`src/rtl/encode_stream_pkg.sv`:
```
// Shared types for the set-bit stream encoder.
// Holds the FSM state enum used by encode_stream.
package encode_stream_pkg;

  typedef enum logic {
    IDLE = 1'b0,
    BUSY = 1'b1
  } state_t;

endpackage

```
`src/rtl/encode_stream_prio_enc.sv`:
```
// Combinational lowest-set-bit finder.
// Ports: vec (in), idx (lowest set bit index), found (vec != 0).
module prio_enc #(
  parameter int W = 4
) (
  input  logic [(1<<W)-1:0] vec,
  output logic [W-1:0]      idx,
  output logic              found
);

  // Scan high to low so the lowest set bit wins.
  always_comb begin
    idx   = '0;
    found = 1'b0;
    for (int i = (1<<W)-1; i >= 0; i--) begin
      if (vec[i]) begin
        idx   = W'(i);
        found = 1'b1;
      end
    end
  end

endmodule

```
`src/rtl/encode_stream.sv`:
```
// Emits the indices of the set bits of each accepted vector, lowest first.
// Ports: clk, rst_n, in_valid/in_ready/in_vec, out_valid/out_ready,
// out_idx, out_last, busy; out_onehot with ENCODE_STREAM_ONEHOT_EN.
module encode_stream
  import encode_stream_pkg::*;
#(
  parameter int DATA_WIDTH = 4
) (
  input  logic                       clk,
  input  logic                       rst_n,
  input  logic                       in_valid,
  output logic                       in_ready,
  input  logic [(1<<DATA_WIDTH)-1:0] in_vec,
  output logic                       out_valid,
  input  logic                       out_ready,
  output logic [DATA_WIDTH-1:0]      out_idx,
  output logic                       out_last,
`ifdef ENCODE_STREAM_ONEHOT_EN
  output logic [(1<<DATA_WIDTH)-1:0] out_onehot,
`endif
  output logic                       busy
);

  localparam int VW = 1 << DATA_WIDTH;

  state_t          state;
  state_t          state_nx;
  logic [VW-1:0]   pending;
  logic [VW-1:0]   pending_nx;
  logic [DATA_WIDTH-1:0] low_idx;
  logic            found;
  logic            single;
  logic            fire_out;
  logic            accept;

  prio_enc #(
    .W (DATA_WIDTH)
  ) u_prio (
    .vec   (pending),
    .idx   (low_idx),
    .found (found)
  );

  // x & (x-1) clears the lowest set bit; zero result means one bit left.
  assign single    = found && ((pending & (pending - 1'b1)) == '0);

  assign busy      = (state == BUSY);
  assign out_valid = busy;
  assign out_idx   = busy ? low_idx : '0;
  assign out_last  = busy && single;
  assign fire_out  = out_valid && out_ready;
  assign in_ready  = !busy || (fire_out && out_last);
  assign accept    = in_valid && in_ready;

`ifdef ENCODE_STREAM_ONEHOT_EN
  always_comb begin
    out_onehot = '0;
    if (out_valid) out_onehot[low_idx] = 1'b1;
  end
`endif

  always_comb begin
    state_nx   = state;
    pending_nx = pending;
    if (fire_out) begin
      pending_nx = pending & (pending - 1'b1);
      if (out_last) state_nx = IDLE;
    end
    // A zero vector is dropped; pending is already empty here.
    if (accept && (in_vec != '0)) begin
      pending_nx = in_vec;
      state_nx   = BUSY;
    end
  end

  always_ff @(posedge clk or negedge rst_n) begin
    if (!rst_n) begin
      state   <= IDLE;
      pending <= '0;
    end else begin
      state   <= state_nx;
      pending <= pending_nx;
    end
  end

endmodule

```
`config.mk`:
```
export PLATFORM = sky130hd
export DESIGN_NAME = encode_stream
export DESIGN_NICKNAME = d
export VERILOG_FILES = /design/src/rtl/encode_stream_pkg.sv /design/src/rtl/encode_stream_prio_enc.sv /design/src/rtl/encode_stream.sv
export SDC_FILE = /design/constraint.sdc
export NUM_CORES = 1
export LEC_CHECK = 0
export CAP_MARGIN = 30
export CORE_MARGIN = 1
export CORE_UTILIZATION = 49
export CTS_BUF_LIST = sky130_fd_sc_hd__clkbuf_2
export DETAILED_ROUTE_END_ITERATION = 7
export HOLD_SLACK_MARGIN = 0.12
export PLACE_DENSITY = 0.84
export SYNTH_ARGS = -nofsm -noshare
export SYNTH_HDL_FRONTEND = slang
export SYNTH_SLANG_ARGS = --single-unit
```
`constraint.sdc`:
```
create_clock -name clk -period 3.56 [get_ports clk]
set_clock_uncertainty 0.2 [all_clocks]
set_input_delay 0.712 -clock clk [delete_from_list [all_inputs] [get_ports clk]]
set_output_delay 0.712 -clock clk [all_outputs]
set_load 0.02 [all_outputs]
```
==> impl_metrics.py, run 1 <==
metrics = {
    "drt": {
        "drt_iter0_markers": 21,
        "routedWlPerCell_um": 16.9,
        "wl_um": 3320,
        "vias_per_cell": 6.08,
        "first_pass_iters": 4,
        "drc": 0,
        "num_vias": 1192,
        "antenna_left": 0,
    },
    "clock_tree": {
        "cts_inserted_buffers": 3,
        "htree_num_levels": 1,
        "clock-sinks": 17,
        "clockBufferDepth": 2,
        "cts_setup_buffers": 0,
        "worstSkewPairLatency_ps": 290,
        "cts_root_buf": "clkbuf_2",
        "cts_hold_buffers": 0,
        "cts_tree": "yes",
        "path_clk_slew_ps": 150,
    },
    "pwr": {
        "pwr-share-seq_pct": 17.9,
        "pwr-share-clk_pct": 4.5,
        "p_per_area_nw_per_um2": 1140,
        "power_mw": 1.89,
        "p_int_mw": 0.971,
        "leakagePower_nw": 0.761,
        "p_comb_share_pct": 77.6,
        "p_switching_mw": 0.916,
        "vdd_ir_drop_max_v": 0.000764,
        "swShare_pct": 48.5,
    },
    "timing": {
        "finalWorstSetupSlack_ps": 90.9,
        "fin_worst_hold_slack_ps": 512,
        "min_period_ps": 3470,
        "timing_max_transition_violations_final": 0,
        "max_slew.worst_pin.slew_ps": 770,
        "fin_tns_setup_ps": 0,
        "maxSlewHeadroom_pct": 48.5,
        "setup_viol": 0,
        "min_period_over_period_pct": 97.4,
        "hold_viol_final": 0,
        "clock.fmax_mhz": 288,
    },
    "cells_and_area": {
        "diodes": 0,
        "fillCellCount": 205,
        "utilization_pct": 67.5,
        "finalNonFillerCells": 196,
        "syn_to_final_growth_pct": 31.2,
        "nets": 187,
        "stdcell_area_sq_um": 1660,
        "final_layout_size_suffix_gt1_share_pct": 23.5,
    },
    "critical_path": {
        "crit_type": "reg -> out",
        "path_cells": "or4_4 > o41ai_4 > nand4_2 > o41ai_4 > buf_4",
        "worstReg2RegEnd": "pending[6]$_DFFE_PN0P_",
        "reg2reg_from": "pending[2]$_DFFE_PN0P_",
        "critPathArrivalTime_ps": 2560,
        "crit_slowest_cell": "or4_4",
        "cp_max_fo": 8,
        "start_kind": "flop",
        "end_kind": "output port",
        "r2r_slack_ps": 510,
        "crit_top_cell": "o41ai_4",
        "cpPeakStageDelay_ps": 620,
        "ff2ff_path_depth": 6,
        "cp.required_ps": 2650,
    },
    "yosys": {
        "synth_area_per_cell_sq_um": 9.72,
        "async_reset_ff_share_pct": 100,
        "synth_cells": 130,
        "ys_ff_latch": 17,
        "synth-edff-count": 0,
        "synth_cell_types": 40,
        "syn_area_sq_um": 1260,
        "ys_seq_area_share_pct": 33.7,
        "synth-main-ff-cell": "dfrtp_1",
        "synth_fp_nets": 150,
        "yosysWarnings": 0,
    },
    "placement": {
        "placed_area_sq_um": 1620,
        "gp_congestion": 0.878,
        "place_ws_ps": -32.0,
        "hpwlAfterDp_um": 2630,
        "placedCellCount": 192,
        "io_buffer_count": 27,
    },
    "global_route": {
        "grt_pass1_vias": 1129,
        "overflow": 0,
        "grt_max_degree": 18,
        "grt_usage_pct": 26.9,
        "antenna_found_initial": 0,
        "grt_pass1_wl_um": 5350,
    },
    "hold_path": {
        "hold_depth": 3,
        "holdPathEnd": "pending[3]$_DFFE_PN0P_",
        "hold_path.class": "reg -> reg",
        "hp-start": "pending[3]$_DFFE_PN0P_",
    },
    "floorplanning": {
        "dieArea_sq_um": 2790,
        "core_sq_um": 2450,
        "io_pins": 28,
        "rows": 18,
        "fp.dieH_um": 52.8,
        "die_w_um": 52.8,
        "initial_utilization_pct": 51.5,
    },
    "job": {
        "drv_cap": 0,
    },
    "outcome": {
        "run_status": "complete, no violations",
    },
}
[cells in the mapped netlist, types with 3 or more instances]
| master | count | area share (%) |
|---|---|---|
| dfrtp_1 | 17 | 34 |
| nor2_1 | 10 | 3.0 |
| inv_1 | 9 | 2.7 |
| nor4_1 | 8 | 4.0 |
| a21oi_1 | 7 | 2.8 |
| mux2_2 | 6 | 5.3 |
| mux2_4 | 6 | 7.1 |
| nand2_1 | 6 | 1.8 |
| clkbuf_1 | 5 | 1.5 |
| o21ai_0 | 5 | 2.0 |
| o31a_1 | 5 | 3.5 |
| a2111oi_0 | 3 | 2.1 |
| buf_6 | 3 | 2.7 |
| mux2i_1 | 3 | 2.4 |
| nor2b_1 | 3 | 1.5 |
[flip-flops by register name (all words and copies together), names as in the netlist]
signal / flops
busy: 1
pending: 16
[layout by cell type (no fill, tap or decap), drive strengths merged, types with 2 or more instances in the layout]
| cell type | netlist | final |
|---|---|---|
| nor3 | 2 | 2 |
| nor2b | 3 | 3 |
| mux2 | 12 | 12 |
| o41ai | 5 | 5 |
| o21a | 2 | 2 |
| dfrtp | 17 | 17 |
| or3 | 2 | 2 |
| nor2 | 10 | 10 |
| o31ai | 2 | 2 |
| or4 | 3 | 3 |
| inv | 9 | 9 |
| maj3 | 2 | 2 |
| o21ai | 5 | 5 |
| mux2i | 3 | 3 |
| a2111oi | 3 | 3 |
| clkdlybuf4s50 | 0 | 24 |
| nor4 | 8 | 8 |
| a21oi | 7 | 7 |
| clkbuf | 5 | 3 |
| nand4 | 2 | 2 |
| o31a | 5 | 5 |
| dlygate4sd2 | 0 | 2 |
| o22ai | 2 | 2 |
| nand2 | 6 | 6 |
| buf | 4 | 15 |
[worst max-delay path by stage]
stage	from	end	slack, ps	cells past startpoint
after floorplan	pending[0]$_DFFE_PN0P_	pending[10]$_DFFE_PN0P_	400	9
after global placement	pending[3]$_DFFE_PN0P_	in_ready	30	5
after detailed placement	pending[6]$_DFFE_PN0P_	in_ready	-30	5
after CTS	pending[6]$_DFFE_PN0P_	in_ready	-20	5
after global routing	pending[2]$_DFFE_PN0P_	in_ready	-20	5
final	pending[2]$_DFFE_PN0P_	in_ready	90	5
[repair_timing]
item                                    in CTS  in global routing
pin swaps                                    0                  2
endpoints found under the setup margin       3                  1
resized for setup                            5                  5
[area by class of cell]
cell class                      instances  area [sq um]  share of cell area, %
Clock inverter                          1          5.00                  0.302
Clock buffer                            3          15.0                  0.906
Tap cell                               30          37.5                   2.26
Multi-Input combinational cell         95           771                   46.5
Timing Repair Buffer                   41           370                   22.3
Sequential cell                        17           425                   25.7
Inverter                                9          33.8                   2.04
[critical path: cells and delay by family (launching register included)]
family	cells	cell delay [ps]
AO/OA/AOI/OAI	2	860
AND/OR/NAND/NOR	2	800
flip-flops	1	410
buffers and inverters	1	210
[cells by family after synthesis]
kind of cell             after synthesis  share of synthesized area, %
adder cells (fa/ha/maj)                2                          1.58
AO/OA/AOI/OAI                         37                          23.6
multiplexers                          15                          14.9
AND/OR/NAND/NOR                       41                          18.9
flip-flops                            17                          33.7
buffers and inverters                 18                          7.43
[per-layer routing]
| layer | vias up | track usage [%] | part of all wire (%) |
|---|---|---|---|
| li1 | 568 | - | - |
| met1 | 570 | 35.4 | 42 |
| met2 | 48 | 46.0 | 51 |
| met3 | 6 | 2.32 | 5.6 |
| met4 | 0 | 8.33 | 1.4 |
| met5 | - | 0 | 0 |
[power by group through the flow]
stage | Clock, mW | Combinational (mW) | Sequential [mW]
2_1_floorplan | 0 | 0.942 | 0.363
3_3_place_gp | 0 | 1.38 | 0.327
3_5_place_dp | 0 | 1.43 | 0.337
4_1_cts | 0.0875 | 1.41 | 0.332
5_1_grt | 0.0959 | 1.57 | 0.348
6_report | 0.0846 | 1.46 | 0.338
Note: power is estimated with default switching activity, not from simulation.
==> run 2, diff against run 1 <==
- clock period: 3.56 -> 3.8 ns (I/O delays scaled with it)
==> run 2 against run 1 <==
  * Combinational power is 15% lower
  * Die area stayed put
  * Register-to-register slack better by 290 ps
  * Sequential cell count stayed put
  * Clock-buffer cell count is 1 higher
  * Sequential power is 3% higher
  * Wire length is 14% lower
  * Critical endpoint unchanged
==> impl_metrics.py, run 2 (same netlist as run 1, synthesis figures left out) <==
metrics = {
    "global_route": {
        "busiest_layer": "met2",
        "antenna_found_initial": 0,
        "grt_pass1_vias": 1050,
        "grt_pass1_wl_um": 4750,
        "met1_usage_pct": 32.3,
        "overflow": 0,
        "grt_usage_pct": 23.5,
        "grt_max_degree": 18,
        "gr-usage-met3_pct": 3.19,
        "use_met2_pct": 37.6,
    },
    "timing": {
        "max_slew.worst_pin.slew_ps": 722,
        "clock.fmax_mhz": 275,
        "min_period_over_period_pct": 95.6,
        "min_period_ps": 3630,
        "rsz0062_at_grt": "false",
        "maxSlewHeadroom_pct": 51.7,
        "timing_max_transition_violations_final": 0,
        "fin_tns_setup_ps": 0,
        "setup_viol": 0,
        "hold_viol_final": 0,
    },
    "pwr": {
        "pwr-share-seq_pct": 20.9,
        "p_comb_share_pct": 74.2,
        "pwr-share-clk_pct": 4.9,
        "p_per_area_nw_per_um2": 1050,
        "leakagePower_nw": 0.735,
        "p_switching_mw": 0.792,
        "p_int_mw": 0.879,
        "swShare_pct": 47.4,
        "vdd_ir_drop_max_v": 0.000788,
    },
    "drt": {
        "antenna_left": 0,
        "num_vias": 1124,
        "first_pass_iters": 4,
        "vias_per_cell": 5.92,
        "drc": 0,
        "wl_um": 2870,
        "routedWlPerCell_um": 15.1,
        "drt_iter0_markers": 18,
    },
    "floorplanning": {
        "core_sq_um": 2450,
        "io_pins": 28,
        "rows": 18,
        "initial_utilization_pct": 51.5,
        "fp.dieH_um": 52.8,
        "die_w_um": 52.8,
        "dieArea_sq_um": 2790,
    },
    "clock_tree": {
        "cts_tree": "yes",
        "cts_hold_buffers": 0,
        "path_clk_slew_ps": 150,
        "clockBufferDepth": 2,
        "worstSkewPairLatency_ps": 280,
        "cts_setup_buffers": 0,
        "cts_inserted_buffers": 3,
        "cts_root_buf": "clkbuf_2",
        "clock-sinks": 17,
        "htree_num_levels": 1,
    },
    "cells_and_area": {
        "nets": 181,
        "regMostFlops": "pending",
        "stdcell_area_sq_um": 1600,
        "final_layout_size_suffix_gt1_share_pct": 19.4,
        "final_common_cell": "clkdlybuf4s50_1",
        "fillCellCount": 193,
        "syn_to_final_growth_pct": 26.2,
        "diodes": 0,
        "largest_reg_flops": 16,
        "utilization_pct": 65.0,
        "mostFrequentLayoutCells": "25 x clkdlybuf4s50_1, 17 x dfrtp_1, 10 x nor2_1, 9 x inv_1",
    },
    "critical_path": {
        "critPathArrivalTime_ps": 2670,
        "crit_type": "reg -> out",
        "cp_max_fo": 4,
        "ff2ff_path_depth": 6,
        "end_kind": "output port",
        "cp.required_ps": 2840,
        "start_kind": "flop",
    },
    "placement": {
        "hpwlAfterDp_um": 2260,
        "gp_congestion": 0.900,
        "io_buffer_count": 27,
        "placed_area_sq_um": 1570,
    },
    "job": {
        "drv_cap": 0,
    },
    "hold_path": {
        "hold_path.class": "reg -> reg",
        "hold_depth": 2,
    },
    "outcome": {
        "run_status": "complete, no violations",
    },
}
==> run 2: changes by cell type in the layout (fill, tap and decap cells not counted), sizes merged <==
cell	change
clkinv	-1
clkbuf	+1
buf	-7
dlygate4sd2	-2
clkdlybuf4s15	+1
clkdlybuf4s50	+1
dlymetal6s2s	+1
==> run 2: routing by layer <==
metal	part of all wire [%]	vias up
met4	1.4	0
met2	47	32
met1	47	518
li1	-	568
met5	0	-
met3	4.6	6
==> run 2: final cells by class <==
class                   count  area (sq um)  share of cell area (%)
clock buffers               4          20.0                    1.25
repair buffers             35           333                    20.9
multi-input cells          95           746                    46.7
well taps                  30          37.5                    2.35
inverters                   9          33.8                    2.12
flip-flops and latches     17           425                    26.7
==> run 2: repair_timing <==
action,in CTS,in global routing
endpoints found under the setup margin,1,2
resized for setup,1,3
gates cloned,0,0
endpoints found under the hold margin,0,0
pin swaps,0,0
==> run 2: path summary, 6_finish.rpt <==
| path | startpoint | endpoint | slack (ps) |
|---|---|---|---|
| worst max-delay path | pending[6]$_DFFE_PN0P_ | in_ready | 170 |
| worst min-delay path | pending[8]$_DFFE_PN0P_ | pending[8]$_DFFE_PN0P_ | 440 |
| worst max register to register | pending[6]$_DFFE_PN0P_ | pending[6]$_DFFE_PN0P_ | 800 |
| worst min register to register | pending[8]$_DFFE_PN0P_ | pending[8]$_DFFE_PN0P_ | 440 |
| max in group asynchronous | rst_n | pending[15]$_DFFE_PN0P_ | 2270 |
| min in group asynchronous | rst_n | pending[2]$_DFFE_PN0P_ | 680 |
==> run 2: through the flow <==
stage / setup WS, ps / power (mW) / hold slack (ps) / std cells
final: 168 / 1.67 / 440 / 190
after global routing: 10.9 / 1.80 / 499 / 190
after CTS: 79.8 / 1.66 / 446 / 190
after detailed placement: 203 / 1.58 / 426 / 186
after global placement: 229 / 1.57 / 397 / 186
after floorplan: 636 / 1.22 / 264 / 130
==> run 2: power by group through the flow <==
stage | clock network, mW | logic, mW | registers [mW]
after detailed placement | 0 | 1.23 | 0.350
after global routing | 0.0916 | 1.35 | 0.364
after floorplan | 0 | 0.882 | 0.340
final | 0.0817 | 1.24 | 0.349
after CTS | 0.0815 | 1.23 | 0.346
after global placement | 0 | 1.22 | 0.344
==> run 2: worst max-delay path, stage by stage, from the launching register on <==
cell             delay, ps
dfrtp_1                400
or4_1                  620
o41ai_2                370
nand4_2                170
o41ai_4                460
clkdlybuf4s15_1        370
==> run 3, diff against run 2 <==
- GPL_ROUTABILITY_DRIVEN: unset -> 0
==> run 3 against run 2 <==
  * Sequential power hardly changed
  * Critical path type unchanged
  * Largest cell class unchanged
  * Global-route usage is 2.2 points higher
  * Critical endpoint unchanged
  * Core utilization is 0.20 points higher
  * Worst setup slack better by 67 ps
  * Sequential share of layout area is 0.083 points lower
  * Clock-buffer cell count stayed put
  * Final cell count is 0.53% higher
==> impl_metrics.py, run 3 (same netlist as run 1, synthesis figures left out) <==
metrics = {
    "outcome": {
        "run_status": "complete, no violations",
    },
    "floorplanning": {
        "core_sq_um": 2450,
        "dieArea_sq_um": 2790,
        "die_w_um": 52.8,
        "rows": 18,
        "initial_utilization_pct": 51.5,
        "io_pins": 28,
        "fp.dieH_um": 52.8,
    },
    "cells_and_area": {
        "finalNonFillerCells": 191,
        "largest_reg_flops": 16,
        "final_layout_size_suffix_gt1_share_pct": 19.9,
        "diodes": 0,
        "utilization_pct": 65.2,
        "mostFrequentLayoutCells": "25 x clkdlybuf4s50_1, 17 x dfrtp_1, 10 x nor2_1, 9 x inv_1, 9 x buf_4",
        "syn_to_final_growth_pct": 26.6,
        "seqCellArea_sq_um": 425,
        "regMostFlops": "pending",
        "multi_input_comb_area_sq_um": 744,
        "final_common_cell": "clkdlybuf4s50_1",
        "fillCellCount": 195,
        "nets": 182,
    },
    "critical_path": {
        "end_kind": "output port",
        "ff2ff_path_depth": 7,
        "worstReg2RegEnd": "pending[9]$_DFFE_PN0P_",
        "start_kind": "flop",
        "cp.required_ps": 2840,
        "cp_max_fo": 7,
        "critPathArrivalTime_ps": 2610,
        "crit_type": "reg -> out",
        "r2r_slack_ps": 770,
        "reg2reg_from": "pending[8]$_DFFE_PN0P_",
    },
    "drt": {
        "num_vias": 1207,
        "drc": 0,
        "vias_per_cell": 6.32,
        "routedWlPerCell_um": 15.9,
        "drt_iter0_markers": 36,
        "wl_um": 3040,
        "first_pass_iters": 4,
        "antenna_left": 0,
    },
    "clock_tree": {
        "clockBufferDepth": 2,
        "htree_num_levels": 1,
        "cts_tree": "yes",
        "cts_setup_buffers": 0,
        "clock-sinks": 17,
        "worstSkewPairLatency_ps": 290,
        "path_clk_slew_ps": 150,
        "cts_root_buf": "clkbuf_2",
        "cts_hold_buffers": 0,
        "cts_inserted_buffers": 3,
    },
    "global_route": {
        "grt_pass1_vias": 1131,
        "grt_pass1_wl_um": 5040,
        "grt_usage_pct": 25.7,
        "antenna_found_initial": 0,
        "overflow": 0,
        "grt_max_degree": 18,
    },
    "timing": {
        "min_period_ps": 3570,
        "clock.fmax_mhz": 280,
        "timing_max_transition_violations_final": 0,
        "maxSlewHeadroom_pct": 50.7,
        "fin_worst_hold_slack_ps": 446,
        "setup_viol": 0,
        "max_slew.worst_pin.slew_ps": 736,
        "rsz0062_at_grt": "false",
        "fin_tns_setup_ps": 0,
        "hold_viol_final": 0,
        "min_period_over_period_pct": 93.8,
    },
    "hold_path": {
        "holdPathEnd": "pending[8]$_DFFE_PN0P_",
        "hold_path.class": "reg -> reg",
        "hp-start": "pending[8]$_DFFE_PN0P_",
        "hold_depth": 2,
    },
    "placement": {
        "placedCellCount": 187,
        "io_buffer_count": 27,
        "hpwlAfterDp_um": 2420,
    },
    "pwr": {
        "vdd_ir_drop_max_v": 0.000648,
        "leakagePower_nw": 0.743,
        "p_per_area_nw_per_um2": 1060,
    },
    "job": {
        "drv_cap": 0,
    },
}
==> run 3: cell types whose count changed in the layout (fill, tap and decap cells not counted) <==
cell,before,now
a2111oi_1,1,0
a2111oi_0,2,3
clkdlybuf4s15_1,1,0
dlygate4sd2_1,0,1
buf_4,8,9
==> run 3: worst max-delay path by stage <==
stage / start / endpoint / slack [ps]
after global placement: pending[3]$_DFFE_PN0P_ / in_ready / 330
after detailed placement: pending[6]$_DFFE_PN0P_ / in_ready / 300
final: pending[8]$_DFFE_PN0P_ / in_ready / 230
after floorplan: pending[0]$_DFFE_PN0P_ / pending[10]$_DFFE_PN0P_ / 640
after CTS: pending[8]$_DFFE_PN0P_ / out_last / 80
after global routing: pending[3]$_DFFE_PN0P_ / in_ready / 120
==> run 3: timing repair <==
action	in CTS	in global routing
gates resized for setup	1	1
endpoints found under the setup margin	1	1
gates cloned	0	0
==> run 3: layer usage <==
metal | GRT usage, % | wire length [um] | vias to the layer above | part of all wire, %
li1 | - | - | 563 | -
met1 | 33.2 | 1240 | 576 | 41
met2 | 40.9 | 1470 | 56 | 48
met3 | 3.77 | 239 | 12 | 7.9
met4 | 13.6 | 88 | 0 | 2.9
met5 | 0 | 0 | - | 0
==> run 3: final cells by class <==
class | instances | area share (%)
flip-flops and latches | 17 | 26.6
inverters | 9 | 2.11
multi-input cells | 95 | 46.5
repair buffers | 36 | 21.2
well taps | 30 | 2.35
clock buffers | 4 | 1.25
==> run 3: power by group <==
group	internal (mW)	switching (mW)	total (mW)
logic	0.606	0.654	1.26
registers	0.254	0.0972	0.351
clock network	0.0279	0.0537	0.0816
==> run 3: critical path: stages, from the launching register on <==
cell and delay, ps:
dfrtp_1 470, or4_1 600, o41ai_2 320, nand4_2 160, o41ai_4 380, dlygate4sd2_1 380
==> run 3: stage by stage <==
step / power, mW / worst slack [ps] / cell area, sq um
after global placement: 1.57 / 326 / 1580
after floorplan: 1.22 / 636 / 1260
after global routing: 1.81 / 117 / 1600
after detailed placement: 1.61 / 301 / 1580
after CTS: 1.68 / 76.8 / 1600
final: 1.69 / 235 / 1600
